--- config.mk ---
export PLATFORM = sky130hd
export DESIGN_NAME = nubus_sram_ctrl
export DESIGN_NICKNAME = d
export VERILOG_FILES = /design/src/rtl/nubus_pkg.sv /design/src/rtl/nubus_sram_ctrl.sv
export SDC_FILE = /design/constraint.sdc
export NUM_CORES = 1
export LEC_CHECK = 0
export ABC_AREA = 1
export CORE_UTILIZATION = 45
export DETAILED_ROUTE_END_ITERATION = 16
export GPL_TIMING_DRIVEN = 0
export PLACE_DENSITY = 0.77
export SETUP_SLACK_MARGIN = 0.5
export SYNTH_ARGS = -nofsm -noshare
export SYNTH_HDL_FRONTEND = slang
export SYNTH_SLANG_ARGS = --single-unit
--- constraint.sdc ---
create_clock -name mem_clk -period 5.5 [get_ports mem_clk]
set_input_delay 1.1 -clock mem_clk [delete_from_list [all_inputs] [get_ports mem_clk]]
set_output_delay 1.1 -clock mem_clk [all_outputs]
set_load 0.02 [all_outputs]
--- src/rtl/nubus_pkg.sv ---
// Shared definitions for the NuBus SRAM back end: controller states,
// halfword and byte-lane indices, and the per-half byte-lane masks.
package nubus_pkg;

  typedef enum logic [2:0] {
    IDLE,
    SETUP,
    ACCESS,
    HOLD,
    DONE,
    RELEASE
  } state_e;

  localparam logic HALF_0 = 1'b0;
  localparam logic HALF_1 = 1'b1;

  localparam int LANE_0 = 0;
  localparam int LANE_1 = 1;
  localparam int LANE_2 = 2;
  localparam int LANE_3 = 3;

  localparam logic [3:0] HALF_LO = 4'b0011;
  localparam logic [3:0] HALF_HI = 4'b1100;

  // Byte-lane write enables {upper, lower} that belong to one SRAM halfword.
  function automatic logic [1:0] lane_enables(input logic [3:0] wr, input logic half);
    if (half == HALF_1) begin
      return wr[LANE_3:LANE_2];
    end
    return wr[LANE_1:LANE_0];
  endfunction

endpackage

--- src/rtl/nubus_sram_ctrl.sv ---
// Turns one 32-bit NuBus slave request into one or two 16-bit asynchronous
// SRAM cycles with a programmable number of extra access clocks.
module nubus_sram_ctrl
  import nubus_pkg::*;
#(
  parameter int SRAM_AW = 19
) (
  input  logic               mem_clk,
  input  logic               mem_reset,
  input  logic               mem_valid,
  input  logic [3:0]         mem_write,
  input  logic [31:0]        mem_addr,
  input  logic [31:0]        mem_wdata,
  input  logic               mem_myslot,
  input  logic               mem_myexp,
  input  logic [1:0]         wait_clocks,
  output logic [31:0]        mem_rdata,
  output logic               mem_ready,
  output logic [SRAM_AW-1:0] sram_addr,
  output logic [15:0]        sram_dq_o,
  input  logic [15:0]        sram_dq_i,
  output logic               sram_dq_oe,
  output logic               sram_cen,
  output logic               sram_wen,
  output logic               sram_oen,
  output logic               sram_ubn,
  output logic               sram_lbn
);

  state_e             state_q, state_d;
  logic               half_q, half_d;
  logic [1:0]         cnt_q, cnt_d;
  logic [SRAM_AW-2:0] addr_q, addr_d;
  logic [31:0]        wdata_q, wdata_d;
  logic [3:0]         wr_q, wr_d;
  logic [1:0]         w_q, w_d;
  logic [31:0]        rdata_q, rdata_d;
  logic               ready_q;

  logic [SRAM_AW-1:0] sram_addr_q, sram_addr_d;
  logic [15:0]        dq_o_q, dq_o_d;
  logic               dq_oe_q, dq_oe_d;
  logic               cen_q, cen_d;
  logic               wen_q, wen_d;
  logic               oen_q, oen_d;
  logic               ubn_q, ubn_d;
  logic               lbn_q, lbn_d;

  logic               out_busy;
  logic               out_read;
  logic [1:0]         out_lanes;

  logic unused_addr_bits;
  assign unused_addr_bits = ^{mem_addr[31:SRAM_AW+1], mem_addr[1:0]};

  // Sequencing of halves; a write skips any half with no byte lanes enabled.
  always_comb begin
    state_d = state_q;
    half_d  = half_q;
    cnt_d   = cnt_q;
    addr_d  = addr_q;
    wdata_d = wdata_q;
    wr_d    = wr_q;
    w_d     = w_q;
    rdata_d = rdata_q;
    case (state_q)
      IDLE: begin
        if (mem_valid && (mem_myslot || mem_myexp)) begin
          state_d = SETUP;
          addr_d  = mem_addr[SRAM_AW:2];
          wdata_d = mem_wdata;
          wr_d    = mem_write;
          w_d     = wait_clocks;
          half_d  = ((mem_write != 4'b0) && ((mem_write & HALF_LO) == 4'b0)) ? HALF_1 : HALF_0;
        end
      end
      SETUP: begin
        state_d = ACCESS;
        cnt_d   = w_q;
      end
      ACCESS: begin
        if (cnt_q == 2'd0) begin
          state_d = HOLD;
          if (wr_q == 4'b0) begin
            if (half_q == HALF_1) begin
              rdata_d[31:16] = sram_dq_i;
            end else begin
              rdata_d[15:0] = sram_dq_i;
            end
          end
        end else begin
          cnt_d = cnt_q - 2'd1;
        end
      end
      HOLD: begin
        if ((half_q == HALF_0) && ((wr_q == 4'b0) || ((wr_q & HALF_HI) != 4'b0))) begin
          state_d = SETUP;
          half_d  = HALF_1;
        end else begin
          state_d = DONE;
        end
      end
      DONE: begin
        state_d = RELEASE;
      end
      RELEASE: begin
        if (!mem_valid) begin
          state_d = IDLE;
        end
      end
      default: begin
        state_d = IDLE;
      end
    endcase
  end

  // SRAM pins are decoded from the next state so they leave the flops glitch-free.
  always_comb begin
    out_busy    = (state_d == SETUP) || (state_d == ACCESS) || (state_d == HOLD);
    out_read    = (wr_d == 4'b0);
    out_lanes   = lane_enables(wr_d, half_d);
    sram_addr_d = sram_addr_q;
    dq_o_d      = dq_o_q;
    dq_oe_d     = 1'b0;
    cen_d       = 1'b1;
    wen_d       = 1'b1;
    oen_d       = 1'b1;
    ubn_d       = 1'b1;
    lbn_d       = 1'b1;
    if (out_busy) begin
      cen_d       = 1'b0;
      sram_addr_d = {addr_d, half_d};
      if (out_read) begin
        ubn_d = 1'b0;
        lbn_d = 1'b0;
      end else begin
        ubn_d   = ~out_lanes[1];
        lbn_d   = ~out_lanes[0];
        dq_oe_d = 1'b1;
        dq_o_d  = (half_d == HALF_1) ? wdata_d[31:16] : wdata_d[15:0];
      end
      if (state_d == ACCESS) begin
        wen_d = out_read;
        oen_d = !out_read;
      end
    end
  end

  // Control and request registers.
  always_ff @(posedge mem_clk or posedge mem_reset) begin
    if (mem_reset) begin
      state_q <= IDLE;
      half_q  <= HALF_0;
      cnt_q   <= 2'd0;
      addr_q  <= '0;
      wdata_q <= 32'h0;
      wr_q    <= 4'h0;
      w_q     <= 2'd0;
      rdata_q <= 32'h0;
      ready_q <= 1'b0;
    end else begin
      state_q <= state_d;
      half_q  <= half_d;
      cnt_q   <= cnt_d;
      addr_q  <= addr_d;
      wdata_q <= wdata_d;
      wr_q    <= wr_d;
      w_q     <= w_d;
      rdata_q <= rdata_d;
      ready_q <= (state_q == DONE);
    end
  end

  // SRAM pin registers; reset parks the chip deselected with the bus released.
  always_ff @(posedge mem_clk or posedge mem_reset) begin
    if (mem_reset) begin
      sram_addr_q <= '0;
      dq_o_q      <= 16'h0;
      dq_oe_q     <= 1'b0;
      cen_q       <= 1'b1;
      wen_q       <= 1'b1;
      oen_q       <= 1'b1;
      ubn_q       <= 1'b1;
      lbn_q       <= 1'b1;
    end else begin
      sram_addr_q <= sram_addr_d;
      dq_o_q      <= dq_o_d;
      dq_oe_q     <= dq_oe_d;
      cen_q       <= cen_d;
      wen_q       <= wen_d;
      oen_q       <= oen_d;
      ubn_q       <= ubn_d;
      lbn_q       <= lbn_d;
    end
  end

  assign mem_rdata  = rdata_q;
  assign mem_ready  = ready_q;
  assign sram_addr  = sram_addr_q;
  assign sram_dq_o  = dq_o_q;
  assign sram_dq_oe = dq_oe_q;
  assign sram_cen   = cen_q;
  assign sram_wen   = wen_q;
  assign sram_oen   = oen_q;
  assign sram_ubn   = ubn_q;
  assign sram_lbn   = lbn_q;

endmodule

==> results of run 1 <==
## layout by cell type, fill, tap and decap left out, types with 5 or more instances in the layout
cell type and n:
nand4_1 6, nand2_1 361, nand3_1 25, clkdlybuf4s50_1 150, buf_2 11, dfrtp_1 131, clkbuf_16 17, dfstp_2 5
o21ai_0 38, inv_1 39, clkbuf_1 12
## cell families after synthesis
family / synth area share [%]
AOI/OAI and AO/OA: 3.68
buffers and inverters: 5.50
adders and majority gates: 0.222
and+or+nand+nor: 30.2
DFF: 60.4
## metrics by stage
| stage | util, % | TNS [ps] | hold WS (ps) | cells | total power, mW |
|---|---|---|---|---|---|
| 2_1_floorplan | - | 0 | 445 | 656 | 3.16 |
| 3_3_place_gp | 60.7 | -113530 | 457 | 974 | 4.01 |
| 3_5_place_dp | 61.0 | 0 | 461 | 975 | 4.10 |
| 4_1_cts | 66.0 | 0 | 477 | 1007 | 5.29 |
| 5_1_grt | 66.0 | 0 | 491 | 1007 | 5.62 |
| 6_report | 66.0 | 0 | 473 | 1007 | 5.23 |
## worst max-delay path, delay by kind of cell
| family | cells | cell delay, ps |
|---|---|---|
| buffers and inverters | 3 | 660 |
| AND/OR/NAND/NOR | 10 | 1190 |
## power breakdown
group	total, mW	internal (mW)	switching, mW
combinational	2.38	0.949	1.43
clock	1.16	0.758	0.403
sequential	1.69	1.48	0.211
## registers in the layout, indices dropped and copies added (netlist names), 2 cells and up
| register | flops |
|---|---|
| cnt_q | 2 |
| wr_q | 4 |
| sram_dq_o | 16 |
| sram_addr | 19 |
| mem_rdata | 32 |
| state_q | 3 |
| w_q | 2 |
| wdata_q | 32 |
| addr_q | 18 |
## final timing paths
| kind | start | endpoint | slack [ps] |
|---|---|---|---|
| setup / recovery | mem_myexp | sram_dq_o[0]$_DFFE_PP0P_ | 2850 |
| hold / removal | addr_q[7]$_DFF_PP0_ | addr_q[7]$_DFF_PP0_ | 470 |
| setup reg to reg | state_q[2]$_DFF_PP0_ | sram_dq_o[0]$_DFFE_PP0P_ | 3640 |
| hold reg to reg | addr_q[7]$_DFF_PP0_ | addr_q[7]$_DFF_PP0_ | 470 |
| max in group asynchronous | mem_reset | sram_oen$_DFF_PP1_ | 3640 |
| min in group asynchronous | mem_reset | mem_rdata[21]$_DFFE_PP0P_ | 1060 |
## final cells by class
class                           instances  area, um^2
Clock buffer                           24         492
Buffer                                 27         153
Fill cell                            1029        4120
Sequential cell                       136        3410
Tap cell                              168         210
Multi-Input combinational cell        451        1920
Timing Repair Buffer                  151        1530
Inverter                               42         163
Clock inverter                          8         118
## layer usage
metal  up-vias  track usage, %
met1      2261            27.9
met2       154            38.9
met5         -               0
met4         0            7.79
li1       2358               -
met3         8            8.98
==> out/metrics.yaml, run 1 <==
synth:
  synth_common_cells: "nand2_1 (361), dfrtp_1 (131), inv_1 (40)"
  synth_nets: 748
  synthFlopType: "dfrtp_1"
  yosys.area.top_type_share_pct: 58.1
  synthTopCellsByArea: "dfrtp_1 (58%), nand2_1 (24%), o21ai_0 (3.4%), inv_1 (2.7%), dfstp_2 (2.3%)"
  yosysWarningCount: 0
  ys_async_sr_fraction_pct: 100
  ys_seq_area_share_pct: 60.4
  yosys.area.top_type: "dfrtp_1"
  synth_edf_count: 0
  yosysMostFrequentCell: "nand2_1"
  synth_area_mm2: 0.00564
  synth.avg_cell_area_um2: 8.60
  ys_ff_latch: 136
  yosysUniqueCellTypes: 24
  synth_cells: 656
clocking:
  htree_levels: 4
  cts_tree: "done"
  clock_path_buffers: 2
  holdBufCountCts: 0
  post_cts_buffers: 0
  clock-sinks: 136
  root_buffer: "clkbuf_16"
  clk_latency_ps: 410
  numCtsBuffers: 17
  ctsResizeCount: 0
  path_clk_slew_ps: 60
drt:
  met2_length_um: 6900
  wl_um: 14100
  top_layer: "met4"
  via_per_inst: 4.75
  vias: 4781
  remaining_drc_errors: 0
  drt-pass1-iter-count: 4
  m1WireLength_um: 5860
  met3WireLength_um: 1290
  final_antenna_net_count: 0
  routedWlPerCell_um: 14.0
  drtIter0Drc: 212
floorplan:
  io_pins: 165
  die_h_um: 114
  dieArea_mm2: 0.0130
  die_x_um: 114
  start_util_pct: 46.6
  core-area_mm2: 0.0121
  num_rows: 40
global_route:
  grt_max_degree: 101
  grt_pass1_vias: 4864
  antenna_found_initial: 0
  overflow: 0
  grt_use_total_pct: 23.4
  grt_first_pass_wirelength_um: 23300
critical_path:
  cp-start-kind: "input pin"
  rr_worst_depth: 11
  crit_chain: "clkdlybuf4s50_1 -> inv_1 -> nand2_1 -> nand2_1 -> nor2_8 -> nand2_1 -> nand2_2 -> nor2_2 -> nand2_4 -> nand2_4 -> buf_6 -> nand2_1 -> nand2_1"
  path_common_cell: "nand2_1"
  slowest_stage: "clkdlybuf4s50_1"
  end_kind: "flop"
  max_stage_delay_ps: 460
  critPathArrivalTime_ps: 2950
  required_ps: 5800
  cp_max_fo: 10
  crit_type: "in2reg"
worst_hold_path:
  min_path_type: "reg2reg"
  hold-path-cell-count: 2
final_layout:
  area_delta_synth_final_pct: 41.7
  drive_gt1_share_pct: 8.34
  final_nets: 918
  diodes: 0
  finalInstanceArea_mm2: 0.00800
power_and_ir_drop:
  leakage_nw: 4.13
  power_density_mw_per_mm2: 655
  ir_drop_uv: 369
placement:
  io_buffers: 150
  gp_congestion: 0.858
  dp_hpwl_um: 10100
  place_ws_ps: 2390
  placed_area_mm2: 0.00739
sta:
  rsz0062_at_grt: "false"
  setup_viol: 0
  period_minus_slack_ps: 2650
  timing.final.hold_violations: 0
  slew_viol_final: 0
  relSlewSlack_pct: 64.3
  fin_ws_ps: 2850
  fin_crit_sh_pct: 48.2
  fmax_ghz: 0.377
  skew_ps: 9.03
  worst_pin_slew_ps: 535
run:
  cap_violations: 0
status:
  status: "complete, no violations"
(Power assumes the default switching activity.)
==> inputs of run 2 (changes only) <==
Settings changed: CORE_UTILIZATION 45 to 43.
Clock period 5.5 ns to 2.2 ns, I/O delays scaled along.
==> out/metrics.yaml, run 2 (synthesis gave the netlist of run 1 again) <==
final_layout:
  drive_gt1_share_pct: 18.9
  final_cell_mix: "nand2_1 (326), dfrtp_1 (129), clkdlybuf4s50_1 (75)"
  layout_commonest_cell: "nand2_1"
  nFillCells: 1052
  diodes: 0
  area_delta_synth_final_pct: 51.9
  final_nets: 954
sta:
  fin_crit_sh_pct: 82.1
  skew_ps: 7.67
  fmax_ghz: 0.554
  setup_viol: 0
  period_minus_slack_ps: 1810
  tns_ps: 0
  timing.final.hold_violations: 0
  whs_ps: 466
  relSlewSlack_pct: 56.2
  worst_pin_slew_ps: 656
  slew_viol_final: 0
  rsz0062_at_grt: "true"
global_route:
  grt_pass1_vias: 4954
  grt_max_degree: 44
  grt_use_total_pct: 23.6
  antenna_found_initial: 0
  grt_first_pass_wirelength_um: 24000
  overflow: 0
run:
  cap_violations: 0
drt:
  vias: 5042
  final_antenna_net_count: 0
  wl_um: 15800
  drtIter0Drc: 339
  drt-pass1-iter-count: 7
  remaining_drc_errors: 0
  via_per_inst: 4.82
  routedWlPerCell_um: 15.1
floorplan:
  core-area_mm2: 0.0127
  io_pins: 165
  dieArea_mm2: 0.0136
  start_util_pct: 44.4
  num_rows: 41
  die_h_um: 117
  die_x_um: 117
clocking:
  numCtsBuffers: 17
  root_buffer: "clkbuf_16"
  clock_path_buffers: 2
  path_clk_slew_ps: 60
  clock-sinks: 136
  clk_latency_ps: 420
  htree_levels: 4
  cts_tree: "done"
  holdBufCountCts: 0
power_and_ir_drop:
  power_density_mw_per_mm2: 1670
  p_int_mw: 8.63
  switching_power_mw: 5.67
  clkPwrFrac_pct: 20.4
  power.share.combinational_pct: 49.9
  ir_drop_uv: 876
  switching_share_pct: 39.6
  leakage_nw: 4.48
  pwr-share-seq_pct: 29.6
status:
  status: "complete, no violations"
critical_path:
  reg2reg_from: "state_q[2]$_DFF_PP0_"
  required_ps: 2510
  crit_type: "reg2reg"
  r2r_setup_slack_ps: 390
  rr_worst_depth: 10
  worstReg2RegEnd: "sram_dq_oe$_DFF_PP0_"
  cp_max_fo: 5
  cp-start-kind: "flop"
  end_kind: "flop"
  critPathArrivalTime_ps: 2110
placement:
  dp_hpwl_um: 9980
  io_buffers: 150
  gp_congestion: 0.793
worst_hold_path:
  min_path_type: "in2async"
[run 2: layout make-up]
class                   instances  area, um^2  share of cell area, %
plain buffers                  27         268                   3.12
clock buffers                  24         492                   5.74
clock inverters                 8         118                   1.37
inverters                      42         166                   1.94
multi-input cells             451        2060                   24.0
flip-flops and latches        136        3410                   39.8
well taps                     172         215                   2.51
repair buffers                187        1840                   21.5
[run 2: worst max-delay path, stage by stage, from the launching register on]
cell and delay (ps):
dfrtp_2 420, nor2_4 170, buf_4 140, buf_6 100, nand4_1 130, nand2_1 140
nand2_2 90, nor2_4 180, nor2_8 70, buf_6 130, buf_4 130
[run 2: what timing repair did]
action | in CTS | in global routing
setup buffers | 15 | 14
gates resized for setup | 104 | 110
cloned | 1 | 4
pin swaps | 8 | 29
setup endpoints to repair | 163 | 76
[run 2: worst max path at each step]
stage,from,to,cells past startpoint
global route,wr_q[0]$_DFF_PP0_,sram_dq_o[4]$_DFFE_PP0P_,11
floorplan,mem_reset,addr_q[0]$_DFF_PP0_,1
finish,state_q[2]$_DFF_PP0_,sram_dq_oe$_DFF_PP0_,10
global placement,mem_reset,sram_dq_oe$_DFF_PP0_,2
CTS,mem_myexp,sram_dq_o[7]$_DFFE_PP0P_,12
detailed placement,mem_myslot,sram_dq_o[14]$_DFFE_PP0P_,12
[run 2: metal layers]
layer	vias up	wire length (um)	GRT usage, %
li1	2430	-	-
met4	0	300	8.86
met1	2383	6520	28.9
met3	29	1420	8.30
met5	-	0	0
met2	200	7590	38.5
[run 2: power by group through the flow]
stage / sequential, mW / combinational, mW / clock, mW
2_1_floorplan: 4.94 / 2.97 / 0
3_3_place_gp: 4.22 / 5.83 / 0
3_5_place_dp: 4.25 / 5.96 / 0
4_1_cts: 4.21 / 6.04 / 2.96
5_1_grt: 4.37 / 7.84 / 3.08
6_report: 4.23 / 7.14 / 2.92
[run 2: stage by stage]
stage / instances / util, % / power, mW / setup slack (ps) / instance area (um^2)
2_1_floorplan: 656 / - / 7.90 / 70.9 / 5650
3_3_place_gp: 978 / 57.9 / 10.0 / -1110 / 7360
3_5_place_dp: 981 / 58.3 / 10.2 / -233 / 7420
4_1_cts: 1029 / 63.9 / 13.2 / 455 / 8130
5_1_grt: 1047 / 67.4 / 15.3 / 299 / 8570
6_report: 1047 / 67.4 / 14.3 / 394 / 8570
